**src/rtl/uart_pkg.sv**
```systemverilog
// Shared UART types and constants used by the receive framer and the rate generator.
package uart_pkg;

    typedef enum logic [1:0] {
        NONE = 2'd0,
        ODD  = 2'd1,
        EVEN = 2'd2
    } parity_t;

    typedef enum logic [2:0] {
        IDLE,
        START,
        DATA,
        PARITY,
        STOP
    } rx_state_t;

    localparam int DEFAULT_SMP_PER_BIT = 9;

endpackage

```
**src/rtl/rxd_sync.sv**
```systemverilog
// Two-flop synchroniser for the asynchronous serial line plus a falling-edge detector.
module rxd_sync (
    input  logic clk,
    input  logic rst,
    input  logic rxd,
    output logic rxd_s,
    output logic fall
);

    logic rxd_meta;
    logic rxd_prev;

    // Flops reset to 1 so the idle-high line never looks like a start edge after reset.
    always_ff @(posedge clk or posedge rst) begin
        if (rst) begin
            rxd_meta <= 1'b1;
            rxd_s    <= 1'b1;
            rxd_prev <= 1'b1;
        end else begin
            rxd_meta <= rxd;
            rxd_s    <= rxd_meta;
            rxd_prev <= rxd_s;
        end
    end

    assign fall = rxd_prev & ~rxd_s;

endmodule

```
**src/rtl/rxd_frame.sv**
```systemverilog
// UART receive framer: start detection, per-bit majority vote, LSB-first deserialisation,
// optional parity check and early stop-bit decision.
module rxd_frame
    import uart_pkg::*;
#(
    parameter int DATA_BITS   = 8,
    parameter int PARITY_MODE = 0,
    parameter int SMP_PER_BIT = DEFAULT_SMP_PER_BIT
) (
    input  logic                 clk,
    input  logic                 rst,
    input  logic                 rxd,
    input  logic                 sample_clk,
    output logic                 rx_start,
    output logic                 rx_done,
    output logic [DATA_BITS-1:0] rx_data,
    output logic                 rx_valid,
    output logic                 frame_err,
    output logic                 parity_err,
    output logic                 busy
);

    localparam int CW = $clog2(SMP_PER_BIT + 1);
    localparam int BW = $clog2(DATA_BITS + 1);
    localparam parity_t PMODE = parity_t'(PARITY_MODE[1:0]);

    localparam logic [CW-1:0] SMP_LAST  = CW'(SMP_PER_BIT - 1);
    localparam logic [CW-1:0] BIT_HALF  = CW'(SMP_PER_BIT / 2);
    localparam logic [CW-1:0] STOP_LAST = CW'((SMP_PER_BIT + 1) / 2 - 1);
    localparam logic [CW-1:0] STOP_HALF = CW'(((SMP_PER_BIT + 1) / 2) / 2);
    localparam logic [BW-1:0] BIT_LAST  = BW'(DATA_BITS - 1);

    rx_state_t            state;
    logic [CW-1:0]        smp_cnt;
    logic [CW-1:0]        ones_cnt;
    logic [BW-1:0]        bit_cnt;
    logic [DATA_BITS-1:0] shift_reg;
    logic                 par_acc;
    logic                 par_err_q;

    logic          rxd_s;
    logic          fall;
    logic [CW-1:0] ones_total;
    logic          bit_vote;
    logic          stop_vote;
    logic          par_bad;

    rxd_sync u_sync (
        .clk   (clk),
        .rst   (rst),
        .rxd   (rxd),
        .rxd_s (rxd_s),
        .fall  (fall)
    );

    // Votes include the sample being taken this cycle.
    assign ones_total = ones_cnt + CW'(rxd_s);
    assign bit_vote   = ones_total > BIT_HALF;
    assign stop_vote  = ones_total > STOP_HALF;
    assign par_bad    = (PMODE == ODD) ? ~(par_acc ^ bit_vote) : (par_acc ^ bit_vote);

    always_ff @(posedge clk or posedge rst) begin
        if (rst) begin
            state      <= IDLE;
            smp_cnt    <= '0;
            ones_cnt   <= '0;
            bit_cnt    <= '0;
            shift_reg  <= '0;
            par_acc    <= 1'b0;
            par_err_q  <= 1'b0;
            rx_start   <= 1'b0;
            rx_done    <= 1'b0;
            rx_data    <= '0;
            rx_valid   <= 1'b0;
            frame_err  <= 1'b0;
            parity_err <= 1'b0;
            busy       <= 1'b0;
        end else begin
            rx_start <= 1'b0;
            rx_done  <= 1'b0;
            rx_valid <= 1'b0;

            if (state == IDLE) begin
                busy     <= 1'b0;
                smp_cnt  <= '0;
                ones_cnt <= '0;
                bit_cnt  <= '0;
                if (fall) begin
                    rx_start  <= 1'b1;
                    busy      <= 1'b1;
                    par_acc   <= 1'b0;
                    par_err_q <= 1'b0;
                    state     <= START;
                end
            end else if (sample_clk) begin
                // The stop bit is judged at mid-bit so the next start edge is never missed.
                if (state == STOP && smp_cnt == STOP_LAST) begin
                    smp_cnt    <= '0;
                    ones_cnt   <= '0;
                    rx_data    <= shift_reg;
                    frame_err  <= ~stop_vote;
                    parity_err <= par_err_q;
                    rx_valid   <= 1'b1;
                    rx_done    <= 1'b1;
                    state      <= IDLE;
                end else if (smp_cnt == SMP_LAST) begin
                    smp_cnt  <= '0;
                    ones_cnt <= '0;
                    if (state == START) begin
                        if (bit_vote) begin
                            rx_done <= 1'b1;
                            state   <= IDLE;
                        end else begin
                            state <= DATA;
                        end
                    end else if (state == DATA) begin
                        shift_reg <= {bit_vote, shift_reg[DATA_BITS-1:1]};
                        par_acc   <= par_acc ^ bit_vote;
                        if (bit_cnt == BIT_LAST) begin
                            bit_cnt <= '0;
                            state   <= (PMODE == NONE) ? STOP : PARITY;
                        end else begin
                            bit_cnt <= bit_cnt + BW'(1);
                        end
                    end else if (state == PARITY) begin
                        par_err_q <= par_bad;
                        state     <= STOP;
                    end
                end else begin
                    smp_cnt  <= smp_cnt + CW'(1);
                    ones_cnt <= ones_total;
                end
            end
        end
    end

endmodule

```
**config.mk**
```make
export PLATFORM = sky130hd
export DESIGN_NAME = rxd_frame
export DESIGN_NICKNAME = d
export VERILOG_FILES = /design/src/rtl/uart_pkg.sv /design/src/rtl/rxd_sync.sv /design/src/rtl/rxd_frame.sv
export SDC_FILE = /design/constraint.sdc
export NUM_CORES = 1
export LEC_CHECK = 0
export ABC_AREA = 1
export CORE_MARGIN = 2
export CORE_UTILIZATION = 30
export CTS_BUF_LIST = sky130_fd_sc_hd__clkbuf_8 sky130_fd_sc_hd__clkbuf_16
export DETAILED_ROUTE_END_ITERATION = 16
export HOLD_SLACK_MARGIN = 0.02
export PLACE_DENSITY = 0.5
export REMOVE_ABC_BUFFERS = 1
export SLEW_MARGIN = 20
export SYNTH_ARGS = -nofsm -noshare
export SYNTH_HDL_FRONTEND = slang
export SYNTH_SLANG_ARGS = --single-unit
```
**constraint.sdc**
```tcl
create_clock -name clk -period 2.2 [get_ports clk]
set_input_delay 0.44 -clock clk [delete_from_list [all_inputs] [get_ports clk]]
set_output_delay 0.44 -clock clk [all_outputs]
set_load 0.01 [all_outputs]
```
==> results summary, run 1 <==
Among all flip-flop cells after synthesis, the most frequent one is dfrtp_1. The required time at the endpoint of the critical path came out at between 2000 and 2500 ps. The kind of path behind the tightest hold check is reg2reg. The layer flagged by global routing as most heavily used is met2. The number of nets with antenna violations after routing is 0. After detailed routing, the average wire length per cell comes to between 10 and 15 µm. The CTS clock-pin slew for the worst setup and hold paths came out at 70 ps. The number of distinct library cell variants in the gate-level netlist after synthesis is 30. The number of warnings reported in the yosys synthesis log came out at 0. The achievable frequency is approximately 560 MHz.

The insertion delay to the later sink of the worst-skew pair came out at around 290 ps. The fraction of layout cells with a size suffix above 1 came out at 0.159. The kind of critical path is reg2reg. The H-tree was split into 2 levels. Of the total power, registers draw 0.381. The ratio of final minimum period to clock period is 0.819.

TritonCTS built the clock tree. The horizontal extent of the die came out at ~87 µm. The clock net in this run drives a total of 42 sinks. The total via count in the routed design came out at between 1k and 1.5k.

The net count of the finished layout is 259. Entering global routing, the biggest net connects 43 pins. The quantity of I/O buffers inserted on ports came out at 17. The last weighted congestion value of the routability-driven placer came out at between 0.7 and 0.8. The peak ir drop on the vdd network came out at between 0.4 and 0.5 mV. The switching share of power came out at 0.369. In the global route stage, met2 resource usage came out at 0.185.

The initial antenna violation count was 0. After floorplanning, the core was sized to cover approximately 6700 µm². The number of endpoints with negative hold slack in the final report came out at 0. The post-synthesis instance area is between 2000 and 2500 µm².

The global-route met1 utilization is 0.154. After filler insertion, the fill cell instance count of the layout stands at 676. The area growth from synthesis to layout is 19.4%. The maximum number of buffers from clock root to sink came out at 2. The number of buffers inserted by hold repair at cts came out at 0. The share of the Yosys chip area taken by registers is 0.513.

The max-capacitance violation count is 0. The top fanout value on the critical path came out at 4. The proportion of register bits with asynchronous set or reset after synthesis is 1.00. The full die area came out at 7530 µm². The post-layout worst setup margin came out at between 300 and 400 ps.

The half-perimeter wire length of the detailed placement result came out at 2.79 mm. The mean instance size in the synthesized netlist is around 9.1 µm². For this configuration, the core starts out at a cell density of 0.306.

The flow ran to the end, and the final reports show no timing, DRC or antenna violations. The row count came out at 30. The internal cell power came out at 2.03 mW. The number of iterations in the first detailed-routing pass came out at 4. For met3 alone, demand over resource in global routing was 0.0267. The number of register bits inferred by synthesis is 42. For this design the static power due to leakage is 1.19 nW. In this run, post-CTS repair resized a total of 0 instances. Buffers added to address setup during post-CTS repair amount to 0. 0 antenna diodes ended up in the layout. For the final database, setup skew stands at around 6.6 ps. Headroom to the max-slew limit came out at 0.642. The number of DRC markers after the initial detailed-route iteration is 120. The clock period could shrink to 1800 ps.

The library cell used as clock root buffer is clkbuf_8. STA classifies the critical path startpoint as a flip-flop. Dividing total power by cell area gives a power density of ~1300 nW/µm². The worst setup path is captured at a flip-flop. The count of flip-flops with a built-in enable after synthesis came out at 0. For the pin with the worst max-slew slack, the measured transition is about 540 ps. The global router's overall resource usage came out at 0.117.

Global routing finished with a remaining overflow of 0. The max-slew violation count is 0. The share of total power in the clock network is 0.230.

The final wirelength is between 3 and 4 mm. The via count of the first global-routing pass came to ~1.4k. After routing, the total negative slack on setup checks comes to 0 ps. For this design the top-level I/O count stands at 18.

Setup repair after global routing left no endpoint under its margin. The final-report setup violation count came out at 0. The data arrival time of the critical path came out at between 1500 and 2000 ps. The design draws 3.21 mW. The wire length of the first global-routing pass came out at a little under 7 mm. OpenSTA, run right after detailed placement, puts the worst setup slack at 273 ps. The CTS buffer count is 5. Dividing the detail-routed via count by the number of cells gives roughly 4.4. Counting every instance in the synthesized netlist gives approximately 230. The switching power came out at between 1 and 1.5 mW. The count of unresolved DRC violations after routing came out at 0. The combinational group share of total power is 0.389. The vertical extent of the die is between 80 and 90 µm.
-- metal layers --
metal | vias to the layer above | part of all wire
met5 | - | 0
met4 | 0 | 0.013
met3 | 2 | 0.037
li1 | 764 | -
met1 | 660 | 0.50
met2 | 31 | 0.45
-- cells by family after synthesis --
logic type / synth area share
AND/OR/NAND/NOR: 0.281
flip-flops: 0.513
AO/OA/AOI/OAI: 0.0956
buffers and inverters: 0.0706
adder cells (fa/ha/maj): 0.0305
XOR/XNOR: 0.00853
-- power by group through the flow --
stage	clock [mW]	sequential [mW]	combinational, mW
6_report	0.738	1.22	1.25
5_1_grt	0.797	1.26	1.42
4_1_cts	0.773	1.22	1.26
3_5_place_dp	0	1.23	1.26
3_3_place_gp	0	1.23	1.26
2_1_floorplan	0	1.25	0.848
-- final cells by class --
| cell class | instances | area, µm² | area share |
|---|---|---|---|
| clock buffer | 6 | 82.6 | 0.0337 |
| timing repair buffer | 19 | 185 | 0.0755 |
| inverter | 30 | 115 | 0.0469 |
| clock inverter | 2 | 60.1 | 0.0245 |
| tap | 80 | 100 | 0.0408 |
| multi-input combinational | 152 | 855 | 0.348 |
| sequential | 42 | 1050 | 0.430 |
-- placed cells by master, fill, tap and decap left out, drive strengths merged --
master / n
a21oi: 6
and2: 2
buf: 2
bufinv: 2
clkbuf: 6
clkdlybuf4s50: 17
dfrtp: 39
dfstp: 3
ha: 5
inv: 30
nand2: 67
nand3: 18
nand4: 1
nor2: 20
nor3: 4
o21a: 1
o21ai: 24
o22ai: 2
xor2: 2
-- synthesized netlist by cell type, types with 3 or more instances --
cell     number  area share
inv_1        26       0.048
o21ai_2       7       0.030
nor2_1       14       0.026
nand2_1      60        0.11
inv_2         3      0.0055
o21ai_0      13       0.032
nand2_2       5       0.015
o21ai_1       4      0.0097
nor2_4        3       0.016
dfrtp_1      39        0.48
a21oi_1       6       0.015
nand3_1      17       0.041
ha_1          5       0.030
dfstp_2       3       0.038
-- final timing paths --
check                                start              end  slack (ps)  cells after the start
max                           u_sync.rxd_s          par_acc         400                     10
min                        u_sync.rxd_meta     u_sync.rxd_s         370                      0
max reg2reg                   u_sync.rxd_s          par_acc         400                     10
min reg2reg                u_sync.rxd_meta     u_sync.rxd_s         370                      0
max in group asynchronous              rst  u_sync.rxd_meta        1240                      3
min in group asynchronous              rst     shift_reg[4]         580                      3
-- worst max-delay path: stages (launching register included) --
cell	delay, ps
dfstp_2	560
ha_1	200
ha_1	260
inv_1	80
nand2_1	60
nand3_1	100
nand2_1	140
nand2_1	90
nand2_1	70
nand3_1	70
nand2_1	60
-- per-stage QoR --
stage	area [µm²]	util	instances	hold slack [ps]
2_1_floorplan	2020	-	224	345
3_3_place_gp	2310	0.344	323	347
3_5_place_dp	2310	0.344	323	355
4_1_cts	2450	0.365	331	370
5_1_grt	2450	0.365	331	371
6_report	2450	0.365	331	368
Power figures use the tool's default switching activity.
==> inputs of run 2 (changes only) <==
Settings changed: PLACE_DENSITY 0.5 to 0.52.
Clock period 2.2 ns to 1.6 ns, I/O delays scaled along.
==> results summary, run 2 (same netlist as run 1, synthesis figures left out) <==
The max-capacitance violation count came to 0 (unchanged). STA classifies the critical path startpoint as a flip-flop. The final wirelength is 4.11 mm (+7.3%). The required time at the endpoint of the critical path is 1280 ps (-1090 ps). The gate family responsible for the most delay along the worst path is buffers and inverters.

The time the final worst path needs with I/O delays and setup came out at between 1500 and 2000 ps. The number of endpoints with negative hold slack in the final report came out at 0 (unchanged). The starting utilization of the core area is 0.306 (unchanged). The core box area is 6720 µm² (unchanged).

The peak ir drop on the vdd network came to 0.623 mV (+42%). The count of unresolved DRC violations after routing is 0 (unchanged). The placed standard-cell area is 2450 µm² (+6.3%). The wire length of the first global-routing pass came out at 7.12 mm (+4.9%).

The maximum single-stage delay on the critical path came out at 540 ps (-20 ps). The row count came to 30 (unchanged). The horizontal extent of the die is 86.8 µm (unchanged). The max-slew violation count was 0 (unchanged).

The number of levels in the clock H-tree was 2 (unchanged). The combined buffer and inverter count along the critical path came out at 1 (unchanged). The post-route standard cell area excluding fillers is 2660 µm² (+8.5%). The kind of critical path is reg2out.

The depth of the worst register-to-register path is 10 (unchanged). The count of non-filler cells in the finished layout is 350 (+5.7%). The worst reg-to-reg setup slack came out at 90 ps (-310 ps). The number of vias per cell after detailed routing came out at 4.41 (+0.22%). The ratio of total power to cell area is 1660 nW/µm² (+27%). The global router's overall resource usage is 0.122 (+0.00497). Relative to the synthesized area, the layout overhead comes to 29.5%.

The number of DRC markers after the initial detailed-route iteration was 67 (-44%). The fill cell instance count of the final layout came to 664 (-1.8%). The worst-case headroom to the max-slew limit is 0.799 (+0.157).

The root buffer cell chosen for the clock tree is clkbuf_8. The worst clock skew came out at 6.52 ps (-0.0392 ps). The post-route core utilization is 0.396 (+0.0311). The clock sink total came out at 42 (unchanged). The via count of the first global-routing pass is 1543 (+6.7%). The I/O pin count came out at 18 (unchanged). The maximum number of buffers from clock root to sink came out at 2 (unchanged). The total via count in the routed design came out at 1544 (+6.0%). The last weighted congestion value of the routability-driven placer came out at 0.790 (+12%).

The endpoint kind of the worst setup timing path is an output pin. Leaving out fill and tap cells, the most frequent cell in the layout is nand2_1. In the layout the commonest cells are nand2_1, dfrtp_1, inv_1.

The final hold slack was 368 ps (-0.176 ps). The final global-route overflow total is 0 (unchanged). The number of placed instances, taps included came to 339 (+5.0%). The ratio of final minimum period to clock period is 0.949. The CTS buffer count was 5 (unchanged). The insertion delay to the later sink of the worst-skew pair is 300 ps (about the same). For this design, the slowest cell found on the critical path is clkdlybuf4s50_1.

TritonCTS built the clock tree. The net count of the finished layout is 278 (+7.3%). The endpoint identified for the worst register-to-register timing path is par_err_q. The critical path goes through clkdlybuf4s50_1. The power consumption is 4.42 mW (+37%). The data arrival time of the critical path came to 1200 ps (-780 ps). The number of iterations in the first detailed-routing pass is 4 (unchanged). The vertical extent of the die is 86.8 µm (unchanged).

The final-report setup violation count is 0 (unchanged). The full die area came out at 7530 µm² (unchanged). The final routed wire length divided by cell count came to 11.8 µm (+1.5%). The number of buffers inserted by hold repair at cts came out at 0 (unchanged).

The number of antenna diodes came out at 0 (unchanged). The CTS clock-pin slew for the worst setup and hold paths came to 90 ps (+20 ps). Setup repair after global routing could not meet its margin everywhere. The quantity of I/O buffers inserted on ports came out at 17 (unchanged). The largest net degree at the start of global routing was 43 (unchanged).

The flow ran to the end, and the final reports show no timing, DRC or antenna violations. The half-perimeter wire length of the detailed placement result is 2.93 mm (+5.0%). The worst hold path belongs to the class in2async. The worst register-to-register path begins at u_sync.rxd_s. The leakage power figure is 1.27 nW (+6.6%).

The initial antenna violation count came out at 0 (unchanged). The slew at the pin with the worst max-slew slack is 301 ps (-236 ps). The number of nets with antenna violations after routing is 0 (unchanged). The fraction of layout cells with a size suffix above 1 came to 0.274 (+0.115). For this run, the top clock speed supported by timing is between 600 and 700 MHz. The top fanout value on the critical path is 2 (-2).
run 2: through the flow:
step	TNS, ps	worst slack [ps]
finish	0	81.6
global route	-33.0	-17.8
CTS	0	2.79
detailed placement	-88.9	-32.0
global placement	0	0.324
floorplan	0	50.8
run 2: per-layer routing:
layer	track usage	vias up	share of wire
met2	0.188	20	0.46
met3	0.0352	7	0.030
met5	0	-	0
li1	-	804	-
met1	0.161	713	0.49
met4	0.0469	0	0.018
run 2: area by class of cell:
type                       count  area [µm²]  share of cell area
tap                           80         100              0.0376
inverter                      30         115              0.0433
clock inverter                 3        25.0             0.00940
clock buffer                   5        68.8              0.0259
timing repair buffer          38         387               0.145
multi-input combinational    152         910               0.342
sequential                    42        1060               0.397
run 2: worst max-delay path by stage:
stage,start,to,slack [ps],cells after the start
after floorplan,u_sync.rxd_s,par_err_q,50,10
after global placement,sample_clk,shift_reg[0],0.3,7
after detailed placement,sample_clk,shift_reg[0],-30,7
after CTS,ones_cnt[0],par_err_q,3,10
after global routing,u_sync.rxd_s,par_acc,-20,10
final,rx_data[3],rx_data[3],80,1
run 2: power breakdown:
part	internal (mW)	switching, mW
registers	1.42	0.254
logic	0.933	1.09
clock network	0.315	0.404
run 2: repair_timing:
item / in CTS / in global routing
gates resized for setup: 2 / 18
buffers inserted: 1 / 1
setup endpoints to repair: 4 / 21
pin swaps: 1 / 7
gates cloned: 0 / 1
run 2: worst reg2reg max path, delay by kind of cell (launching register included):
family	cells	cell delay, ps
buf+inv	1	60
flops	1	570
fa+ha+maj	2	350
simple gates	7	440
==> inputs of run 3 (changes only) <==
Settings changed: TNS_END_PERCENT set to 20.
==> results summary, run 3 (same netlist as run 1, synthesis figures left out) <==
The flow ran to the end, and the final reports show no timing, DRC or antenna violations. The quantity of I/O buffers inserted on ports came out at 17 (unchanged). The area growth from synthesis to layout is 29.2%. The wire length of the first global-routing pass is 7.12 mm (unchanged). The vertical extent of the die came out at 86.8 µm (unchanged).

The power consumption came to 4.41 mW (-0.19%). The I/O pin count came out at 18 (unchanged). The worst setup path is of the reg2out kind. Walking the worst path, the cells encountered are clkdlybuf4s50_1. The number of iterations in the first detailed-routing pass is 4 (unchanged). The total via count in the routed design came to 1548 (+0.26%). The number of antenna diodes is 0 (unchanged). The achievable frequency came out at 653 MHz (-0.91%). The global router's overall resource usage came out at 0.122 (unchanged). The max-capacitance violation count is 0 (unchanged).

The half-perimeter wire length of the detailed placement result came to 2.93 mm (unchanged). The largest net degree at the start of global routing was 43 (unchanged). The CTS buffer count came out at 5 (unchanged). The tree is rooted in a clkbuf_8. The worst reg-to-reg setup slack is 80 ps (about the same). The combined buffer and inverter count along the critical path came out at 1 (unchanged).

In this run the critical register-to-register path is captured at par_err_q. The initial antenna violation count is 0 (unchanged). The post-route core utilization is 0.395 (-0.00112). The worst-case headroom to the max-slew limit is 0.799 (about the same).

The ratio of total power to cell area is 1660 nW/µm² (about the same). The largest individual stage delay along the critical path comes from the cell clkdlybuf4s50_1. The core box area was 6720 µm² (unchanged).

The insertion delay to the later sink of the worst-skew pair came out at 300 ps (about the same). The sort of element at the start of the critical path is a flip-flop. The maximum single-stage delay on the critical path came out at 550 ps (about the same). The final routed wire length divided by cell count came out at 11.9 µm (+1.0%). The max-slew violation count is 0 (unchanged). The depth of the worst register-to-register path came out at 10 (unchanged).

The final wirelength is 4.14 mm (+0.73%). The final-report setup violation count came out at 0 (unchanged). STA classifies the critical path endpoint as an output pin. The final global-route overflow total came out at 0 (unchanged). The kind of path behind the tightest hold check is in2async. In the layout the commonest cells are nand2_1, dfrtp_1, inv_1. The number of vias per cell after detailed routing is 4.44 (+0.55%). The fill cell instance count of the final layout is 664 (unchanged). The clock sink total is 42 (unchanged). The count of non-filler cells in the finished layout was 349 (-0.29%).

The count of unresolved DRC violations after routing came out at 0 (unchanged). The ratio of final minimum period to clock period is 0.958 (+0.00867). The time the final worst path needs with I/O delays and setup is 1530 ps (+13.9 ps).

The top fanout value on the critical path came out at 2 (unchanged). The net count of the finished layout is 277 (-0.36%). The number of DRC markers after the initial detailed-route iteration is 64 (-4.5%). The worst clock skew came out at 5.95 ps (-0.572 ps). The required time at the endpoint of the critical path came out at 1280 ps (about the same). The peak ir drop on the vdd network came out at 0.624 mV (about the same). The CTS clock-pin slew for the worst setup and hold paths is 90 ps (about the same). The slew at the pin with the worst max-slew slack is 301 ps (+0.0862 ps).

The fraction of layout cells with a size suffix above 1 came out at 0.268 (-0.00642). In this run the critical register-to-register path is launched from u_sync.rxd_s. The via count of the first global-routing pass came out at 1542 (-0.065%).

The data arrival time of the critical path came out at 1210 ps (about the same). The number of placed instances, taps included came out at 339 (unchanged). The row count is 30 (unchanged). The horizontal extent of the die is 86.8 µm (unchanged). The starting utilization of the core area came out at 0.306 (unchanged). Leaving out fill and tap cells, the most frequent cell in the layout is nand2_1. The leakage power figure is 1.26 nW (-0.43%). The maximum number of buffers from clock root to sink is 2 (unchanged). The number of buffers inserted by hold repair at cts came out at 0 (unchanged). The full die area came out at 7530 µm² (unchanged). On the critical path the largest part of the delay comes from buffers and inverters.

The last weighted congestion value of the routability-driven placer came out at 0.790 (unchanged). The number of levels in the clock H-tree came out at 2 (unchanged). The number of nets with antenna violations after routing was 0 (unchanged).

The number of endpoints with negative hold slack in the final report is 0 (unchanged). TritonCTS built the clock tree. Setup repair after global routing could not meet its margin everywhere.
-- run 3: cell types whose count changed in the layout (fill, tap and decap cells not counted), sizes merged --
| cell | previous run | this run |
|---|---|---|
| buf | 20 | 19 |
-- run 3: worst max path at each step --
| stage | from | endpoint | slack, ps | depth (start not counted) |
|---|---|---|---|---|
| after CTS | u_sync.rxd_s | par_err_q | -1 | 10 |
| after global routing | u_sync.rxd_s | par_acc | -30 | 10 |
| final | busy | busy | 70 | 1 |
| after global placement | sample_clk | shift_reg[0] | 0.3 | 7 |
| after floorplan | u_sync.rxd_s | par_err_q | 50 | 10 |
| after detailed placement | sample_clk | shift_reg[0] | -30 | 7 |
-- run 3: what timing repair did --
action                     4_1_cts  5_1_grt
pin swaps                        1        6
setup endpoints to repair        4       21
gates cloned                     0        1
gates resized for setup          3       16
buffers inserted                 0        1
-- run 3: layout make-up --
class | instances | area [µm²] | share of cell area
sequential | 42 | 1060 | 0.398
multi-input combinational | 152 | 910 | 0.343
timing repair buffer | 37 | 379 | 0.143
inverter | 30 | 115 | 0.0434
tap | 80 | 100 | 0.0377
clock buffer | 5 | 68.8 | 0.0259
clock inverter | 3 | 25.0 | 0.00943
-- run 3: tightest hold or removal path: stages --
cell and delay [ps]:
clkdlybuf4s50_1 400, inv_1 90, buf_12 240
-- run 3: routing by layer --
layer	track usage	part of all wire	up-vias
li1	-	-	802
met1	0.161	0.49	718
met2	0.188	0.47	20
met3	0.0352	0.028	8
met4	0.0469	0.018	0
met5	0	0	-
-- run 3: through the flow --
step / TNS (ps) / cell area, µm² / worst slack, ps / hold slack [ps]
finish: 0 / 2650 / 67.7 / 369
floorplan: 0 / 2020 / 50.8 / 324
global placement: 0 / 2450 / 0.324 / 358
CTS: -1.01 / 2560 / -1.01 / 371
global route: -57.0 / 2650 / -25.8 / 384
detailed placement: -88.9 / 2450 / -32.0 / 354
-- run 3: power by group --
part | internal [mW] | switching, mW | leakage (nW)
registers | 1.42 | 0.258 | 0.524
logic | 0.921 | 1.09 | 0.693
clock network | 0.315 | 0.406 | 0.0447
==> edit 1, RTL diff (settings of run 2) <==
The package constant `DEFAULT_SMP_PER_BIT` goes from 9 to 18.
--- a/src/rtl/uart_pkg.sv
+++ b/src/rtl/uart_pkg.sv
@@ -15,7 +15,7 @@
         STOP
     } rx_state_t;
 
-    localparam int DEFAULT_SMP_PER_BIT = 9;
+    localparam int DEFAULT_SMP_PER_BIT = 18;
 
 endpackage
 
Behaviour: same outputs for any inputs over 10 cycles, from zero or initial values and one cycle with rst high; that may be too few to reach the edited logic, so the function may still have changed.
==> edit 1 against run 2 <==
Power fell by 8.2%. Area after synthesis rose by 5.8%. Non-clock buffer count rose by 4. Die area rose by 5.6%. Sequential cell count rose by 2. Sequential power fell by 13%. Wire length rose by 12%. Sequential share of layout area fell by 1.1 points. Final area rose by 7.6%. Setup slack got worse by 0.0026 ns.
==> edit 1: results (changes against run 2) <==
outcome complete, no violations (unchanged); vias in the first global route 1663 (was 1543); largest net degree at the start of global routing 45 (was 43); Worst VDD drop 949.8 uV (was 623.3 uV); Layout fillers 735 (was 664); Min-Delay Startpoint u_sync.rxd_meta$_DFF_PP1_; 1st-iter DRT viols 59 (was 67); layout cell share with drive strength beyond 1 26.26% (was 27.41%); Worst Hold Class reg -> reg (was in -> async); most frequent cells after synthesis nand2_1, dfrtp_1, inv_1, nand3_1, o21ai_0 (was nand2_1, dfrtp_1, inv_1, nand3_1, nor2_1); Mapped Area 2175 sq um (was 2054 sq um); Non-clk invs 26 (was 30); # clk buffers 5 (unchanged); Buffers excl. clock 42 (was 38); crit path max fanout 4 (was 2); Slowest-stage cell, CP dfstp_2 (was clkdlybuf4s50_1); gp weighted congestion 0.8021 (was 0.7900); vias per std cell 4.525 (was 4.411); Placed Area 2592 sq um (was 2455 sq um); register area share after synthesis 50.81% (was 51.34%); worst rel slew slack 82.62% (was 79.86%); number of nets in the layout 306 (was 278); GRT Total Usage 12.65% (was 12.17%); max-cap violations 0 (unchanged); Top Family by Delay on Critical Path flip-flops (was buffers and inverters); first-pass GRT wire length 7817 um (was 7120 um); clk root buf clkbuf_8 (unchanged); # clock sinks 44 (was 42); clk_skew 0.006807 ns (was 0.006519 ns); FF+latch area 1105 sq um (was 1056 sq um); HPWL after DPL 3194 um (was 2926 um); buffer depth of the longest clock path 2 (unchanged); reg-to-reg endpoint par_acc$_DFFE_PP0P_ (was par_err_q$_DFFE_PP0P_); multi-input gate count 177 (was 152); Multi-input gate area 1008 sq um (was 909.6 sq um); Static Leak 0.001411 uW (was 0.001268 uW); Port-buffer cells 17 (unchanged); top cells by area, synth dfrtp_1, nand2_1, nand3_1 (was dfrtp_1, nand2_1, inv_1); NonClk Buf Share 12.93% (was 14.53%); global-route met3 utilization 2.401% (was 3.524%); met1 track demand over resource 19.22% (was 16.13%); largest stage delay on the critical path 0.56 ns (was 0.54 ns); antenna fix cells 0 (unchanged); worst setup path class reg -> reg (was reg -> out); area grow syn2layout 31.70% (was 29.54%); Arrival @ worst endpoint 1.71 ns (was 1.20 ns); drt total wl 4603 um (was 4114 um); Post-Place Worst Slack -0.07783 ns (was -0.03204 ns); GR Layer Usage met2 17.98% (was 18.81%); clock network area share 5.548% (was 3.526%); H-tree levels 2 (unchanged); ys async rst share 100.0% (unchanged)
[edit 1: worst max-delay path by stage]
stage | from | to | slack (ns)
2_1_floorplan | u_sync.rxd_s$_DFF_PP1_ | rx_done$_DFF_PP0_ | 0.05
3_3_place_gp | sample_clk | state[2]$_DFFE_PP0P_ | -0.07
3_5_place_dp | sample_clk | state[2]$_DFFE_PP0P_ | -0.08
4_1_cts | u_sync.rxd_s$_DFF_PP1_ | par_acc$_DFFE_PP0P_ | 0.02
5_1_grt | u_sync.rxd_s$_DFF_PP1_ | par_err_q$_DFFE_PP0P_ | -0.03
6_report | u_sync.rxd_s$_DFF_PP1_ | par_acc$_DFFE_PP0P_ | 0.08
[edit 1: power by group]
part | internal [uW] | switching, uW
sequential | 1290 | 167
clock | 781 | 386
combinational | 576 | 853
[edit 1: cells by family after synthesis]
logic type      Yosys count  synth area share [%]
xor+xnor                  1                0.4028
simple gates            138                 30.67
compound gates           31                 8.055
buf+inv                  32                 6.616
flops                    44                 50.81
fa+ha+maj                 6                 3.452
[edit 1: per-layer routing]
metal | part of all wire, % | up-vias
li1 | - | 903
met1 | 52 | 862
met2 | 43 | 19
met3 | 3.0 | 8
met4 | 1.6 | 0
met5 | 0 | -
[edit 1: stage by stage]
stage | hold slack, ns | cells | total power, uW | utilization [%]
2_1_floorplan | 0.3245 | 246 | 2334 | -
5_1_grt | 0.3680 | 396 | 4324 | 40.13
3_5_place_dp | 0.3468 | 383 | 2731 | 36.33
3_3_place_gp | 0.3478 | 383 | 2727 | 36.33
4_1_cts | 0.3598 | 391 | 3943 | 38.94
6_report | 0.3582 | 396 | 4052 | 40.13
[edit 1: what timing repair did]
item	in CTS	in global routing
pin swaps	1	6
endpoints found under the setup margin	4	31
resized for setup	6	14
gates cloned	0	1
buffers inserted	0	4
==> edit 2, RTL diff (settings of run 2) <==
Without the edit above. Encoding of `rx_state_t`: now one-hot (5 bits for 5 states).
--- a/src/rtl/uart_pkg.sv
+++ b/src/rtl/uart_pkg.sv
@@ -7,12 +7,12 @@
         EVEN = 2'd2
     } parity_t;
 
-    typedef enum logic [2:0] {
-        IDLE,
-        START,
-        DATA,
-        PARITY,
-        STOP
+    typedef enum logic [4:0] {
+        IDLE   = 5'b00001,
+        START  = 5'b00010,
+        DATA   = 5'b00100,
+        PARITY = 5'b01000,
+        STOP   = 5'b10000
     } rx_state_t;
 
     localparam int DEFAULT_SMP_PER_BIT = 9;
Function: same outputs for any inputs over 10 cycles, from zero or initial values and one cycle with rst high; not proved beyond that.
==> edit 2 against run 2 <==
Die area shrank 0.87%. Non-clock buffer count is the same. Setup slack lost 0.028 ns. Area after synthesis shrank 0.91%. Wire length grew 7.1%. Sequential cell count is the same. Power shrank 20%. Final area shrank 2.0%. Cell count grew 2.6%. Critical path type unchanged. Largest cell class unchanged. Highest routed layer unchanged.
==> edit 2: results (changes against run 2) <==
1st-iter DRT viols 82 (was 67); vias post-DR 1599 (was 1544); Placed Area 2412 sq um (was 2455 sq um); gp weighted congestion 0.8198 (was 0.7900); Synth Flop Type dfrtp_1 (unchanged); WL met3 128 um (was 122 um); reg-to-reg endpoint frame_err$_DFFE_PP0P_ (was par_err_q$_DFFE_PP0P_); Worst VDD drop 537.6 uV (was 623.3 uV); Gate power share 37.9% (was 45.9%); complex-gate fraction of the synthesized area 7.314% (was 9.562%); register area share after synthesis 51.87% (was 51.34%); worst rel slew slack 82.94% (was 79.86%); top cells by area, synth dfrtp_1, nand2_1, dfstp_2 (was dfrtp_1, nand2_1, inv_1); postcts setup bufs 2 (was 1); first-pass GRT wire length 7465 um (was 7120 um); critical path launch point rx_data[4]$_DFFE_PP0P_ (was rx_data[3]$_DFFE_PP0P_); Reg2Reg Depth 9 (was 10); Int Power 2163 uW (was 2664 uW); Synth Area in XOR/XNOR 0.8605% (was 0.8526%); # resized after CTS 1 (was 2); HPWL after DPL 3078 um (was 2926 um); clk_skew 0.01287 ns (was 0.006519 ns); Static Leak 0.001337 uW (was 0.001268 uW); most frequent cells after synthesis nand2_1, dfrtp_1, inv_1, nand3_1 (was nand2_1, dfrtp_1, inv_1, nand3_1, nor2_1); clock-pin transition on the worst setup and hold timing paths 0.10 ns; outcome complete, no violations (unchanged); Arrival @ worst endpoint 1.23 ns (was 1.20 ns); Synth Area in Adders 3.073% (was 3.045%); Post-Route M1 WL 2064 um (was 2022 um); GR Layer Usage met2 19.79% (was 18.81%)
-- edit 2: cell count changes after synthesis, sizes merged --
cell | before | now
nand2 | 67 | 84
nand3 | 18 | 21
o21ai | 24 | 20
dfstp | 3 | 4
dfrtp | 39 | 38
and2 | 2 | 0
nand4 | 1 | 2
nor3 | 4 | 3
buf | 3 | 7
o22ai | 2 | 0
inv | 30 | 27
-- edit 2: logic make-up after synthesis --
| group | Yosys count |
|---|---|
| XOR/XNOR | 2 |
| AND/OR/NAND/NOR | 130 |
| buffers and inverters | 34 |
| adder cells (fa/ha/maj) | 5 |
| AO/OA/AOI/OAI | 27 |
| flip-flops | 42 |
-- edit 2: power groups by stage --
stage                     sequential [uW]  clock [uW]  combinational (uW)
after floorplan                      1410           0                 756
after global placement               1430           0                1140
after detailed placement             1440           0                1160
after CTS                            1420         766                1170
after global routing                 1470         813                1510
final                                1440         745                1330
-- edit 2: area by class of cell --
cell class | count | area, sq um
fillers | 698 | 4073
flip-flops and latches | 42 | 1056
multi-input cells | 164 | 887.1
repair buffers | 38 | 369.1
inverters | 27 | 101.3
well taps | 80 | 100.1
clock buffers | 5 | 68.82
clock inverters | 3 | 26.28
-- edit 2: stage by stage --
| step | util (%) | setup slack (ns) | hold slack (ns) | instances | total power, uW |
|---|---|---|---|---|---|
| final | 39.04 | 0.05355 | 0.3584 | 359 | 3519 |
| after CTS | 37.79 | 0.008741 | 0.3592 | 357 | 3357 |
| after global placement | 36.10 | 0.004750 | 0.3453 | 347 | 2573 |
| after floorplan | - | 0.01164 | 0.3245 | 233 | 2168 |
| after global routing | 39.04 | -0.01678 | 0.3633 | 359 | 3795 |
| after detailed placement | 36.10 | -0.004114 | 0.3469 | 347 | 2592 |
